[config.mk]
export PLATFORM = sky130hd
export DESIGN_NAME = bios_port_arbiter
export DESIGN_NICKNAME = d
export VERILOG_FILES = /design/src/rtl/bios_arb_pkg.sv /design/src/rtl/bios_arb_pick.sv /design/src/rtl/bios_port_arbiter.sv
export SDC_FILE = /design/constraint.sdc
export NUM_CORES = 1
export LEC_CHECK = 0
export BUFFER_PORTS_ARGS = -buffer_cell sky130_fd_sc_hd__buf_4
export CAP_MARGIN = 0
export CORE_ASPECT_RATIO = 1.2
export CORE_MARGIN = 8
export CORE_UTILIZATION = 38
export DETAILED_ROUTE_END_ITERATION = 6
export PLACE_DENSITY = 0.86
export SYNTH_ARGS = -nofsm -noshare
export SYNTH_HDL_FRONTEND = slang
export SYNTH_SLANG_ARGS = --single-unit
[constraint.sdc]
create_clock -name clk -period 1.5 [get_ports clk]
set_clock_uncertainty 0.2 [all_clocks]
set_input_delay 0.15 -clock clk [delete_from_list [all_inputs] [get_ports clk]]
set_output_delay 0.15 -clock clk [all_outputs]
set_load 0.01 [all_outputs]
[src/rtl/bios_arb_pkg.sv]
// Shared IDs, arbitration modes and counter sizing for the BIOS RAM port arbiter.
// Pure definitions: no latency, no flow control.
// Imported by bios_port_arbiter and bios_arb_pick.
package bios_arb_pkg;

    localparam logic ID_M0 = 1'b0;
    localparam logic ID_M1 = 1'b1;

    typedef enum logic {
        ARB_RR    = 1'b0,
        ARB_FIXED = 1'b1
    } arb_mode_e;

    localparam int STARVE_W = 8;

    function automatic logic starved(input logic [STARVE_W-1:0] cnt, input int limit);
        return cnt >= STARVE_W'(limit);
    endfunction

endpackage

[src/rtl/bios_arb_pick.sv]
// Two-way grant picker: requests, last-grant pointer, mode, starvation force and lock in; grant out.
// Latency: purely combinational, decision in the same cycle.
// Backpressure: a master not granted simply keeps its request up; nothing is stored here.
module bios_arb_pick
    import bios_arb_pkg::*;
(
    input  logic      req0_i,
    input  logic      req1_i,
    input  logic      last_i,
    input  arb_mode_e mode_i,
    input  logic      force_i,
    input  logic      lock_i,
    output logic      gnt_vld_o,
    output logic      gnt_id_o
);

    always_comb begin
        gnt_vld_o = 1'b0;
        gnt_id_o  = ID_M0;
        // A held lock reserves the port for M1 even while M1 is idle.
        if (lock_i) begin
            gnt_vld_o = req1_i;
            gnt_id_o  = ID_M1;
        end else if (req0_i && req1_i) begin
            gnt_vld_o = 1'b1;
            if (mode_i == ARB_RR) begin
                gnt_id_o = ~last_i;
            end else begin
                gnt_id_o = force_i ? ID_M1 : ID_M0;
            end
        end else if (req0_i) begin
            gnt_vld_o = 1'b1;
            gnt_id_o  = ID_M0;
        end else if (req1_i) begin
            gnt_vld_o = 1'b1;
            gnt_id_o  = ID_M1;
        end
    end

endmodule

[src/rtl/bios_port_arbiter.sv]
// Shares one synchronous-read BIOS RAM port between M0 (CPU) and M1 (debug/loader).
// Latency: ack and mem_* in the request cycle; rvalid/rdata one cycle after ack.
// Backpressure: the losing master holds req until ack; one access per cycle in total.
module bios_port_arbiter
    import bios_arb_pkg::*;
#(
    parameter int ADDR_WIDTH    = 12,
    parameter int PRIORITY_MODE = 0,
    parameter int STARVE_LIMIT  = 15
) (
    input  logic                  clk,
    input  logic                  rstn,
    input  logic                  m0_req,
    input  logic [ADDR_WIDTH-1:0] m0_addr,
    input  logic [31:0]           m0_wdata,
    input  logic [3:0]            m0_we,
    output logic                  m0_ack,
    output logic                  m0_rvalid,
    output logic [31:0]           m0_rdata,
    input  logic                  m1_req,
    input  logic [ADDR_WIDTH-1:0] m1_addr,
    input  logic [31:0]           m1_wdata,
    input  logic [3:0]            m1_we,
    output logic                  m1_ack,
    output logic                  m1_rvalid,
    output logic [31:0]           m1_rdata,
    input  logic                  m1_lock,
    output logic                  mem_en,
    output logic [ADDR_WIDTH-1:0] mem_addr,
    output logic [31:0]           mem_din,
    output logic [3:0]            mem_we,
    input  logic [31:0]           mem_dout
);

    localparam arb_mode_e MODE = (PRIORITY_MODE == 1) ? ARB_FIXED : ARB_RR;

    logic                ptr_q, ptr_d;
    logic [STARVE_W-1:0] cnt_q, cnt_d;
    logic                lock_q, lock_d;
    logic                tag_vld_q, tag_vld_d;
    logic                tag_id_q, tag_id_d;
    logic [31:0]         rdata0_q, rdata0_d;
    logic [31:0]         rdata1_q, rdata1_d;

    logic lock_eff;
    logic force_m1;
    logic pick_vld;
    logic gnt_id;
    logic gnt_vld;
    logic sel_m1;

    // The lock releases in the very cycle m1_lock drops, so M0 can win that cycle.
    assign lock_eff = lock_q & m1_lock;
    assign force_m1 = (MODE == ARB_FIXED) && starved(cnt_q, STARVE_LIMIT);

    bios_arb_pick u_pick (
        .req0_i    (m0_req),
        .req1_i    (m1_req),
        .last_i    (ptr_q),
        .mode_i    (MODE),
        .force_i   (force_m1),
        .lock_i    (lock_eff),
        .gnt_vld_o (pick_vld),
        .gnt_id_o  (gnt_id)
    );

    assign gnt_vld = pick_vld & rstn;
    assign sel_m1  = gnt_vld & (gnt_id == ID_M1);

    assign m0_ack   = gnt_vld & (gnt_id == ID_M0);
    assign m1_ack   = sel_m1;
    assign mem_en   = gnt_vld;
    assign mem_addr = sel_m1 ? m1_addr  : m0_addr;
    assign mem_din  = sel_m1 ? m1_wdata : m0_wdata;
    assign mem_we   = !gnt_vld ? 4'h0 : (sel_m1 ? m1_we : m0_we);

    // A response due while reset is asserted is dropped rather than issued.
    assign m0_rvalid = rstn & tag_vld_q & (tag_id_q == ID_M0);
    assign m1_rvalid = rstn & tag_vld_q & (tag_id_q == ID_M1);
    assign m0_rdata  = m0_rvalid ? mem_dout : rdata0_q;
    assign m1_rdata  = m1_rvalid ? mem_dout : rdata1_q;

    always_comb begin
        ptr_d     = ptr_q;
        cnt_d     = cnt_q;
        lock_d    = lock_q;
        tag_vld_d = gnt_vld;
        tag_id_d  = gnt_id;
        rdata0_d  = m0_rdata;
        rdata1_d  = m1_rdata;
        if (gnt_vld) begin
            ptr_d = gnt_id;
        end
        if (!lock_eff) begin
            if (m1_ack) begin
                cnt_d = '0;
            end else if (m1_req && (cnt_q != '1)) begin
                cnt_d = cnt_q + STARVE_W'(1);
            end
        end
        if (lock_q && !m1_lock) begin
            lock_d = 1'b0;
        end
        if (m1_ack && m1_lock) begin
            lock_d = 1'b1;
        end
    end

    always_ff @(posedge clk) begin
        if (!rstn) begin
            ptr_q     <= ID_M1;
            cnt_q     <= '0;
            lock_q    <= 1'b0;
            tag_vld_q <= 1'b0;
            tag_id_q  <= ID_M0;
            rdata0_q  <= '0;
            rdata1_q  <= '0;
        end else begin
            ptr_q     <= ptr_d;
            cnt_q     <= cnt_d;
            lock_q    <= lock_d;
            tag_vld_q <= tag_vld_d;
            tag_id_q  <= tag_id_d;
            rdata0_q  <= rdata0_d;
            rdata1_q  <= rdata1_d;
        end
    end

endmodule
Yosys cells after proc, flatten, opt, wreduce, memory -nomap -nowiden
Index checks and enable logic that the tools add are counted.
{ "totals": {"register_bits": 68, "input_bits": 133} }
{ "classes": {"reduce_logical": 5, "n_bitwise": 10, "n_mux": 15} }
{ "ops": {"columns": ["op", "count"], "rows": [
  ["two-way mux 32 bit", 3],
  ["two-way mux 12 bit", 1],
  ["two-way mux 1 bit", 9],
  ["two-way mux 4 bit", 2],
  ["AND 1 bit", 7],
  ["logical AND 1 bit", 3],
  ["NOT 1 bit", 3],
  ["nonzero test 2 bit", 1],
  ["logical NOT 1 bit", 1]
]} }

Depth between registers and ports, before layout
Gate-level depths: netlist of the first run.
{ "depth": {"depth_word": 8, "ltp_mapped": 6, "mapped_depth_nobuf": 3} }

Hierarchy
A second synthesis of the first run with hierarchy kept.
{ "hier_totals": {"hier_cells": 437, "area_unflattened_um2": 4336.7} }
{ "by_module_without_submodules": {"columns": ["module", "area_each_um2", "n_inst", "cells_each", "seq_area_each_um2"], "rows": [
  ["bios_port_arbiter", 4304.1, 1, 431, 1361.3],
  ["bios_arb_pick", 32.5, 1, 6, 0.0]
]} }

Worst setup path before layout of the first run
Ideal clock, no wire load.
{ "synth_timing": {"kind": "register -> output", "start": "register lock_q", "end": "output mem_din[15]", "stages_incl_launch_ff": 6, "slack_ns": -0.082, "path_buffers": 2, "t_arrival_ns": 1.232, "required_ns": 1.150, "path_cell_list": "dfxtp_1 -> a21boi_2 -> a21oi_2 -> buf_6 -> buf_6 -> mux2_4"} }
{ "synth_via": {"elab_chain_len": 5, "elab_cells_between_ends": 6} }
{ "synth_lines": {"columns": ["item", "line", "text"], "rows": [
  ["start, declared", "bios_port_arbiter.sv:39", "logic lock_q, lock_d;"],
  ["start signal, assigned", "bios_port_arbiter.sv:121", "lock_q <= lock_d;"],
  ["AND 1 bit (*)", "bios_port_arbiter.sv:53", "assign lock_eff = lock_q & m1_lock;"],
  ["two-way mux 1 bit", "bios_arb_pick.sv:21", "if (lock_i) begin"],
  ["AND 1 bit", "bios_port_arbiter.sv:67", "assign gnt_vld = pick_vld & rstn;"],
  ["AND 1 bit (*)", "bios_port_arbiter.sv:68", "assign sel_m1 = gnt_vld & (gnt_id == ID_M1);"],
  ["two-way mux 32 bit (*)", "bios_port_arbiter.sv:74", "assign mem_din = sel_m1 ? m1_wdata : m0_wdata;"],
  ["end, declared", "bios_port_arbiter.sv:30", "output logic [31:0] mem_din,"]
]} }
Every way passes the cells marked *; elsewhere a longest branch is shown, timed or not.

Worst setup path in the final report of the first run
{ "layout_timing": {"start": "register lock_q", "end": "output mem_din[12]"} }
The elaborated chain is that of the path after synthesis.

==> run_results.csv, run 1 <==
group,metric,value,unit
setup_path,path_cells,"a21boi_4 -> a21oi_4 -> buf_12 -> buf_12 -> mux2_2 -> buf_4",
global_route,grt_pass1_wl,23100,um
routing,first_pass_iters,4,
routing,wl_per_cell,23.8,um
placement,port_buffers,249,
timing,hold_viol,3,
final_layout,drive_above_1_share,0.832,
timing,min_period,2.06,ns
final_layout,fin_nets,725,
pwr,p_total,5.60,mW
timing,tightest_slew,0.461,ns
timing,maxSlewHeadroom,0.693,
final_layout,fillers,551,
outcome,violations,"hold timing, setup timing",
setup_path,crit_slowest_cell,"dfxtp_2",
routing,viasPerCell,4.90,
placement,gp_congestion,0.897,
final_layout,antenna_cells,0,
synthesis,yosys_warnings,0,
cts,clock_latency,0.33,ns
floorplan,die_area,12900,um2
run,drv_cap,0,
setup_path,crit_required,1.15,ns
routing,drc,0,
cts,clockBufferDepth,2,
final_layout,utilization,0.774,
setup_path,crit_type,"reg2out",
global_route,antenna_found_initial,0,
cts,cts-root-buf,"clkbuf_16",
pwr,irDropWorstVdd,0.495,mV
cts,numClockSinks,68,
final_layout,area_growth_syn_to_layout,101,%
floorplan,rows,39,
floorplan,die_w,105,um
hold_path,hp-class,"in2reg",
setup_path,crit_path_end_kind,"output pin",
timing,setup_viol,179,
setup_path,crit_top_cell,"buf_12",
cts,cts-hold-fix-buffers,2,
routing,routed_wl,17100,um
synthesis,syn_area,3600,um2
pwr,p_leak,3.74,nW
global_route,grt_max_degree,47,
timing,finalWorstSetupSlack,-0.565,ns
floorplan,initial_core_util,0.384,
floorplan,coreArea,9370,um2
timing,grt_setup_unrepaired,"yes",
routing,ant_nets,0,
timing,hold_ws,-0.00885,ns
global_route,grt_remaining_overflow,0,
setup_path,cp.arrival,1.71,ns
timing,clock.fmax,0.484,GHz
routing,vias,3525,
cts,path_clk_slew,0.05,ns
cts,cts_tree,"built",
placement,place_hpwl,12100,um
timing,drv_slew,0,
synthesis,syn-num-nets,421,
setup_path,slowest_delay,0.35,ns
floorplan,die_h,123,um
outcome,status,"finished with violations",
synthesis,syn_area_per_cell,12.5,um2
floorplan,ios,250,
timing,finalCritPeriodShare,1.38,
global_route,grt_use_total,0.238,
setup_path,startpoint_type,"flop",
pwr,power_density,772,nW/um2
cts,h-tree-depth,3,
global_route,grt_pass1_vias,3838,
synthesis,yosys_register_bits,68,
synthesis,ys_types,24,
routing,drtIter0Drc,154,
synthesis,syn_inst,288,
synthesis,synth-seq-area-share,0.378,
setup_path,path_max_fanout,11,
cts,numCtsBuffers,9,
==> logic make-up after synthesis <==
logic type / synth area share
multiplexers: 0.415
flip-flops: 0.378
AO/OA/AOI/OAI: 0.0288
AND/OR/NAND/NOR: 0.134
buffers and inverters: 0.0445
==> registers in the layout, indices dropped and copies added, names as in the netlist <==
name and flops:
tag_id_q 1, rdata1_q 32, rdata0_q 32, lock_q 1, tag_vld_q 1, ptr_q 1
==> worst max-delay path, delay by kind of cell, from the launching register on <==
family                 cells  cell delay [ns]
multiplexers               1             0.34
flip-flops                 1             0.35
AO/OA/AOI/OAI              2             0.23
buffers and inverters      3             0.44
==> through the flow <==
step                      instance area, um2  cells  TNS (ns)  setup slack, ns
final                                   7250    719    -58.07           -0.565
after global routing                    7250    719    -65.15           -0.600
after CTS                               6840    695    -55.60           -0.547
after detailed placement                5720    662    -14.60           -0.260
after global placement                  5720    662    -12.44           -0.234
after floorplan                         3610    288    -0.355          -0.0244
==> area by class of cell <==
type / count / area [um2] / share of cell area
clock buffer: 13 / 250 / 0.0345
clock inverter: 2 / 35.0 / 0.00483
inverter: 4 / 17.5 / 0.00241
multi-input combinational: 197 / 2330 / 0.322
sequential: 68 / 1370 / 0.188
tap: 123 / 154 / 0.0212
timing repair buffer: 312 / 3100 / 0.427
==> worst paths after layout <==
path                      from            to  slack [ns]  depth (start not counted)
setup / recovery        lock_q   mem_din[12]       -0.56                          6
setup reg to reg      tag_id_q   rdata1_q[1]       -0.25                          8
hold / removal    mem_dout[15]  rdata0_q[15]      -0.009                          3
hold reg to reg   rdata0_q[15]  rdata0_q[15]        0.39                          2
==> cell usage in the layout (no fill, tap or decap), types with 7 or more instances in the layout <==
cell type / n
dfxtp_1: 64
mux2_4: 101
and2_4: 54
and2_1: 11
clkbuf_16: 11
buf_6: 137
buf_4: 157
mux2_2: 7
buf_12: 9
==> report_power, final <==
group	leakage (nW)	total (mW)	switching (mW)	internal, mW
clock	0.140	2.05	0.731	1.32
sequential	0.553	1.89	0.0239	1.87
combinational	3.05	1.66	0.612	1.04
total	3.74	5.60	1.37	4.23
==> per-layer routing <==
metal	vias to the layer above	share of wire	global-route usage
li1	1592	-	-
met1	1703	0.36	0.255
met2	205	0.51	0.421
met3	25	0.097	0.0914
met4	0	0.024	0.0804
met5	-	0	0
==> cells in the mapped netlist <==
library cell	instances	share of area
a21bo_2	1	0.0028
a21boi_0	2	0.0042
a21boi_2	1	0.0031
a21oi_1	2	0.0028
a21oi_2	1	0.0024
a22o_1	2	0.0049
and2_1	65	0.11
and3_1	1	0.0017
buf_2	2	0.0028
buf_4	1	0.0021
buf_6	9	0.028
clkbuf_1	7	0.0073
dfxtp_1	68	0.38
inv_1	4	0.0042
mux2_2	34	0.11
mux2_4	74	0.31
nand2_1	4	0.0042
nand2b_1	1	0.0017
nand3_1	2	0.0028
nand3_4	1	0.0049
nand3b_4	1	0.0056
o211a_1	1	0.0028
o21ai_0	3	0.0042
o22ai_1	1	0.0017
==> timing repair <==
action	CTS	global route
pin swaps	15	3
setup buffers	11	26
gates cloned	5	2
gates resized for setup	173	66
endpoints found under the setup margin	175	181
hold endpoints to repair	41	5
Note: power is estimated with default switching activity, not from simulation.
==> run 2, diff against run 1 <==
--- a/config.mk
+++ b/config.mk
@@ -7,11 +7,12 @@
 export LEC_CHECK = 0
 export BUFFER_PORTS_ARGS = -buffer_cell sky130_fd_sc_hd__buf_4
 export CAP_MARGIN = 0
+export CELL_PAD_IN_SITES_DETAIL_PLACEMENT = 1
+export CELL_PAD_IN_SITES_GLOBAL_PLACEMENT = 2
 export CORE_ASPECT_RATIO = 1.2
-export CORE_MARGIN = 8
-export CORE_UTILIZATION = 38
+export CORE_UTILIZATION = 21
 export DETAILED_ROUTE_END_ITERATION = 6
-export PLACE_DENSITY = 0.86
+export PLACE_DENSITY = 0.83
 export SYNTH_ARGS = -nofsm -noshare
 export SYNTH_HDL_FRONTEND = slang
 export SYNTH_SLANG_ARGS = --single-unit
==> constraint.sdc (replaced) <==
create_clock -name clk -period 1.5 [get_ports clk]
set_clock_uncertainty 0.2 [all_clocks]
set_input_delay 0.3 -clock clk [delete_from_list [all_inputs] [get_ports clk]]
set_output_delay 0.3 -clock clk [all_outputs]
set_load 0.01 [all_outputs]
==> run_results.csv, run 2 (same netlist as run 1, synthesis figures left out) <==
group,metric,value,unit
outcome,status,"finished with violations",
outcome,violations,"DRC, setup timing",
pwr,irDropWorstVdd,0.477,mV
final_layout,final_cell_mix,"buf_4, buf_6, mux2_4",
global_route,grt_pass1_wl,22900,um
placement,gp_congestion,0.757,
setup_path,crit_top_cell,"buf_4",
cts,numClockSinks,68,
routing,ant_nets,0,
setup_path,ff2ff_setup_slack,-0.29,ns
routing,viasPerCell,4.16,
pwr,pwr-share-seq,0.327,
cts,cts-hold-fix-buffers,0,
setup_path,cp_top_family,"buffers and inverters",
cts,clock_latency,0.33,ns
pwr,power_frac_clock,0.377,
timing,grt_setup_unrepaired,"yes",
setup_path,path_cells,"a21boi_4 -> a21oi_4 -> buf_4 -> buf_16 -> mux2_4 -> buf_4",
cts,cts-root-buf,"clkbuf_16",
final_layout,area_growth_syn_to_layout,113,%
global_route,antenna_found_initial,0,
routing,routed_wl,16600,um
pwr,power.share.combinational,0.297,
timing,finalCritPeriodShare,1.48,
timing,tightest_slew,0.668,ns
final_layout,top_regs,"rdata0_q (32), rdata1_q (32)",
pwr,intPower,4.34,mW
pwr,power_density,754,nW/um2
setup_path,startpoint_type,"flop",
floorplan,die_w,122,um
hold_path,hp-class,"in2reg",
global_route,grt_pass1_vias,3869,
final_layout,fillers,1761,
setup_path,path_buf_inv,3,
pwr,p_sw,1.44,mW
timing,clock.fmax,0.452,GHz
floorplan,rows,52,
floorplan,die_area,17700,um2
routing,drc,1,
cts,numCtsBuffers,9,
floorplan,coreArea,16900,um2
final_layout,antenna_cells,0,
floorplan,die_h,145,um
timing,hold_viol,0,
timing,setup_viol,183,
routing,vias,3434,
final_layout,mostFrequentLayoutCell,"buf_4",
routing,first_pass_iters,6,
placement,port_buffers,249,
global_route,grt_use_total,0.177,
setup_path,crit_required,1.00,ns
final_layout,fin_nets,737,
cts,cts_tree,"built",
setup_path,crit_path_end_kind,"output pin",
floorplan,ios,250,
final_layout,fin_area,7660,um2
routing,drtIter0Drc,93,
global_route,grt_remaining_overflow,0,
setup_path,crit_type,"reg2out",
cts,clockBufferDepth,2,
placement,place_hpwl,11400,um
timing,min_period,2.21,ns
placement,placed_area,5850,um2
routing,wl_per_cell,20.1,um
setup_path,path_max_fanout,14,
cts,h-tree-depth,3,
timing,hold_ws,0.137,ns
final_layout,drive_above_1_share,0.862,
setup_path,slowest_delay,0.36,ns
cts,path_clk_slew,0.05,ns
floorplan,initial_core_util,0.214,
timing,maxSlewHeadroom,0.555,
timing,drv_slew,0,
run,drv_cap,0,
pwr,p_leak,3.90,nW
global_route,grt_max_degree,65,
pwr,p_total,5.77,mW
setup_path,crit_slowest_cell,"dfxtp_2",
setup_path,cp.arrival,1.71,ns
timing,finalWorstSetupSlack,-0.713,ns
pwr,p_sw_frac,0.249,
[run 2: changes by cell type in the layout (fill, tap and decap cells not counted), sizes merged]
cell	change
clkinvlp	+1
dlygate4sd3	-2
clkinv	+1
buf	+14
clkbuf	-1
[run 2: power by group through the flow]
stage	combinational [mW]	clock [mW]	sequential (mW)
3_3_place_gp	1.23	0	1.92
4_1_cts	1.57	2.23	1.89
2_1_floorplan	0.554	0	1.92
5_1_grt	1.80	2.30	1.89
3_5_place_dp	1.25	0	1.92
6_report	1.71	2.17	1.89
[run 2: per-layer routing]
metal  global-route usage  vias to the layer above  wire, um
met1                0.189                     1625      6100
met5                    0                        -         0
met3               0.0423                       14      1160
met4               0.0574                        0       219
li1                     -                     1619         -
met2                0.333                      176      9100
[run 2: final cells by class]
| class | count | area (um2) | area share |
|---|---|---|---|
| tap | 216 | 270 | 0.0353 |
| clock inverter | 4 | 47.5 | 0.00621 |
| sequential | 68 | 1370 | 0.178 |
| inverter | 4 | 15.0 | 0.00196 |
| timing repair buffer | 324 | 3300 | 0.431 |
| clock buffer | 12 | 256 | 0.0335 |
| multi-input combinational | 197 | 2400 | 0.314 |
[run 2: worst paths after layout]
path                              startpoint            to  cells after the start
worst max register to register      tag_id_q  rdata0_q[30]                      7
worst min-delay path                 m1_lock        lock_q                      3
worst min register to register  rdata1_q[28]  rdata1_q[28]                      2
worst max-delay path                  lock_q   mem_din[15]                      6
[run 2: worst register-to-register path: cells and delay by family (launching register included)]
family	cells	cell delay, ns
multiplexers	1	0.32
AND/OR/NAND/NOR	2	0.32
flip-flops	1	0.32
buffers and inverters	4	0.52
[run 2: timing repair]
| item | 4_1_cts | 5_1_grt |
|---|---|---|
| cloned | 8 | 2 |
| endpoints found under the setup margin | 142 | 182 |
| pin swaps | 2 | 3 |
| resized for setup | 186 | 87 |
| setup buffers | 23 | 32 |
[run 2: through the flow]
| stage | setup WS [ns] | utilization | setup TNS (ns) | std cells |
|---|---|---|---|---|
| finish | -0.713 | 0.454 | -78.68 | 825 |
| global route | -0.764 | 0.454 | -87.85 | 825 |
| CTS | -0.701 | 0.428 | -76.77 | 801 |
| detailed placement | -0.519 | 0.347 | -57.96 | 754 |
| global placement | -0.497 | 0.347 | -55.44 | 754 |
| floorplan | -0.212 | - | -8.66 | 288 |
==> run 3, diff against run 2 <==
--- a/config.mk
+++ b/config.mk
@@ -13,6 +13,7 @@
 export CORE_UTILIZATION = 21
 export DETAILED_ROUTE_END_ITERATION = 6
 export PLACE_DENSITY = 0.83
+export REMOVE_ABC_BUFFERS = 1
 export SYNTH_ARGS = -nofsm -noshare
 export SYNTH_HDL_FRONTEND = slang
 export SYNTH_SLANG_ARGS = --single-unit
==> run_results.csv, run 3 (same netlist as run 1, synthesis figures left out) <==
group,metric,value,unit
routing,ant_nets,0,
pwr,irDropWorstVdd,0.668,mV
global_route,grt_max_degree,50,
timing,drv_slew,0,
placement,port_buffers,249,
placement,place_hpwl,11400,um
global_route,grt_pass1_wl,23500,um
setup_path,startpoint_type,"flop",
timing,tightest_slew,0.501,ns
final_layout,area_growth_syn_to_layout,116,%
cts,path_clk_slew,0.06,ns
final_layout,drive_above_1_share,0.868,
routing,wl_per_cell,20.6,um
floorplan,coreArea,16900,um2
setup_path,path_max_fanout,5,
floorplan,ios,250,
global_route,antenna_found_initial,0,
pwr,power_frac_clock,0.404,
final_layout,final_cells,824,
timing,finalWorstSetupSlack,-0.718,ns
cts,clock_latency,0.33,ns
placement,dp_slack,-0.576,ns
routing,drtIter0Drc,74,
timing,clock.fmax,0.451,GHz
global_route,grt_use_total,0.182,
routing,drc,0,
cts,cts_tree,"built",
cts,clockBufferDepth,2,
placement,placed_area,5850,um2
cts,h-tree-depth,3,
pwr,power.share.combinational,0.288,
pwr,p_sw,1.47,mW
final_layout,antenna_cells,0,
final_layout,top_regs,"rdata0_q (32), rdata1_q (32)",
routing,routed_wl,17000,um
timing,hold_viol,0,
outcome,violations,"setup timing",
timing,setup_viol,181,
floorplan,rows,52,
timing,maxSlewHeadroom,0.666,
global_route,grt_remaining_overflow,0,
final_layout,mostFrequentLayoutCell,"buf_6",
global_route,grt_pass1_vias,3950,
routing,viasPerCell,4.21,
final_layout,fin_area,7770,um2
cts,numClockSinks,68,
placement,place_inst,759,
run,drv_cap,0,
timing,grt_setup_unrepaired,"yes",
routing,vias,3465,
pwr,pwr-share-seq,0.308,
cts,numCtsBuffers,9,
setup_path,crit_type,"reg2out",
placement,gp_congestion,0.858,
floorplan,die_w,122,um
setup_path,cp.arrival,1.72,ns
pwr,p_total,6.13,mW
hold_path,hp-class,"in2reg",
timing,finalCritPeriodShare,1.48,
cts,cts-root-buf,"clkbuf_16",
pwr,p_leak,3.94,nW
pwr,p_sw_frac,0.240,
timing,min_period,2.22,ns
outcome,status,"finished with violations",
setup_path,crit_path_end_kind,"output pin",
pwr,intPower,4.66,mW
final_layout,final_cell_mix,"buf_6, buf_4, mux2_4",
setup_path,crit_required,1.00,ns
routing,first_pass_iters,6,
final_layout,fin_nets,736,
floorplan,die_area,17700,um2
floorplan,initial_core_util,0.214,
floorplan,die_h,145,um
final_layout,utilization,0.461,
pwr,power_density,788,nW/um2
## run 3: area by class of cell
type                    instances  area [um2]
repair buffers                323        3330
fillers                      1724        9080
inverters                       4        20.0
clock buffers                  10         239
clock inverters                 6         111
flip-flops and latches         68        1370
well taps                     216         270
multi-input cells             197        2440
## run 3: repair_timing
item | 4_1_cts | 5_1_grt
resized for setup | 221 | 92
gates cloned | 9 | 0
pin swaps | 19 | 6
hold buffers | 0 | 0
setup buffers | 17 | 30
setup endpoints to repair | 180 | 182
## run 3: worst paths after layout
path,start,endpoint,slack [ns],depth (start not counted)
setup / recovery,tag_vld_q,m1_rdata[24],-0.72,6
hold / removal,rstn,rdata1_q[31],0.06,2
setup reg to reg,tag_vld_q,rdata1_q[24],-0.32,7
hold reg to reg,rdata1_q[5],rdata1_q[5],0.39,2
## run 3: worst max-delay path, stage by stage, from the launching register on
cell and delay (ns):
dfxtp_2 0.35, buf_6 0.10, nand3_4 0.15, buf_12 0.19
buf_16 0.14, mux2_4 0.33, buf_6 0.13
## run 3: power by group through the flow
stage                     Sequential (mW)  Clock (mW)  Combinational [mW]
final                                1.88        2.48                1.76
after floorplan                      1.92           0               0.503
after detailed placement             1.92           0                1.27
after CTS                            1.88        2.56                1.64
after global placement               1.92           0                1.25
after global routing                 1.89        2.64                1.85
## run 3: per-layer routing
metal | vias up | wire (um) | track usage
li1 | 1610 | - | -
met4 | 0 | 259 | 0.0728
met5 | - | 0 | 0
met3 | 14 | 1130 | 0.0466
met2 | 179 | 9790 | 0.353
met1 | 1662 | 5790 | 0.178
## run 3: metrics by stage
stage	setup TNS (ns)	hold WS [ns]
5_1_grt	-93.99	0.0645
4_1_cts	-83.46	0.0470
6_report	-84.15	0.0646
3_3_place_gp	-62.98	0.361
3_5_place_dp	-65.17	0.366
2_1_floorplan	-105.55	0.162
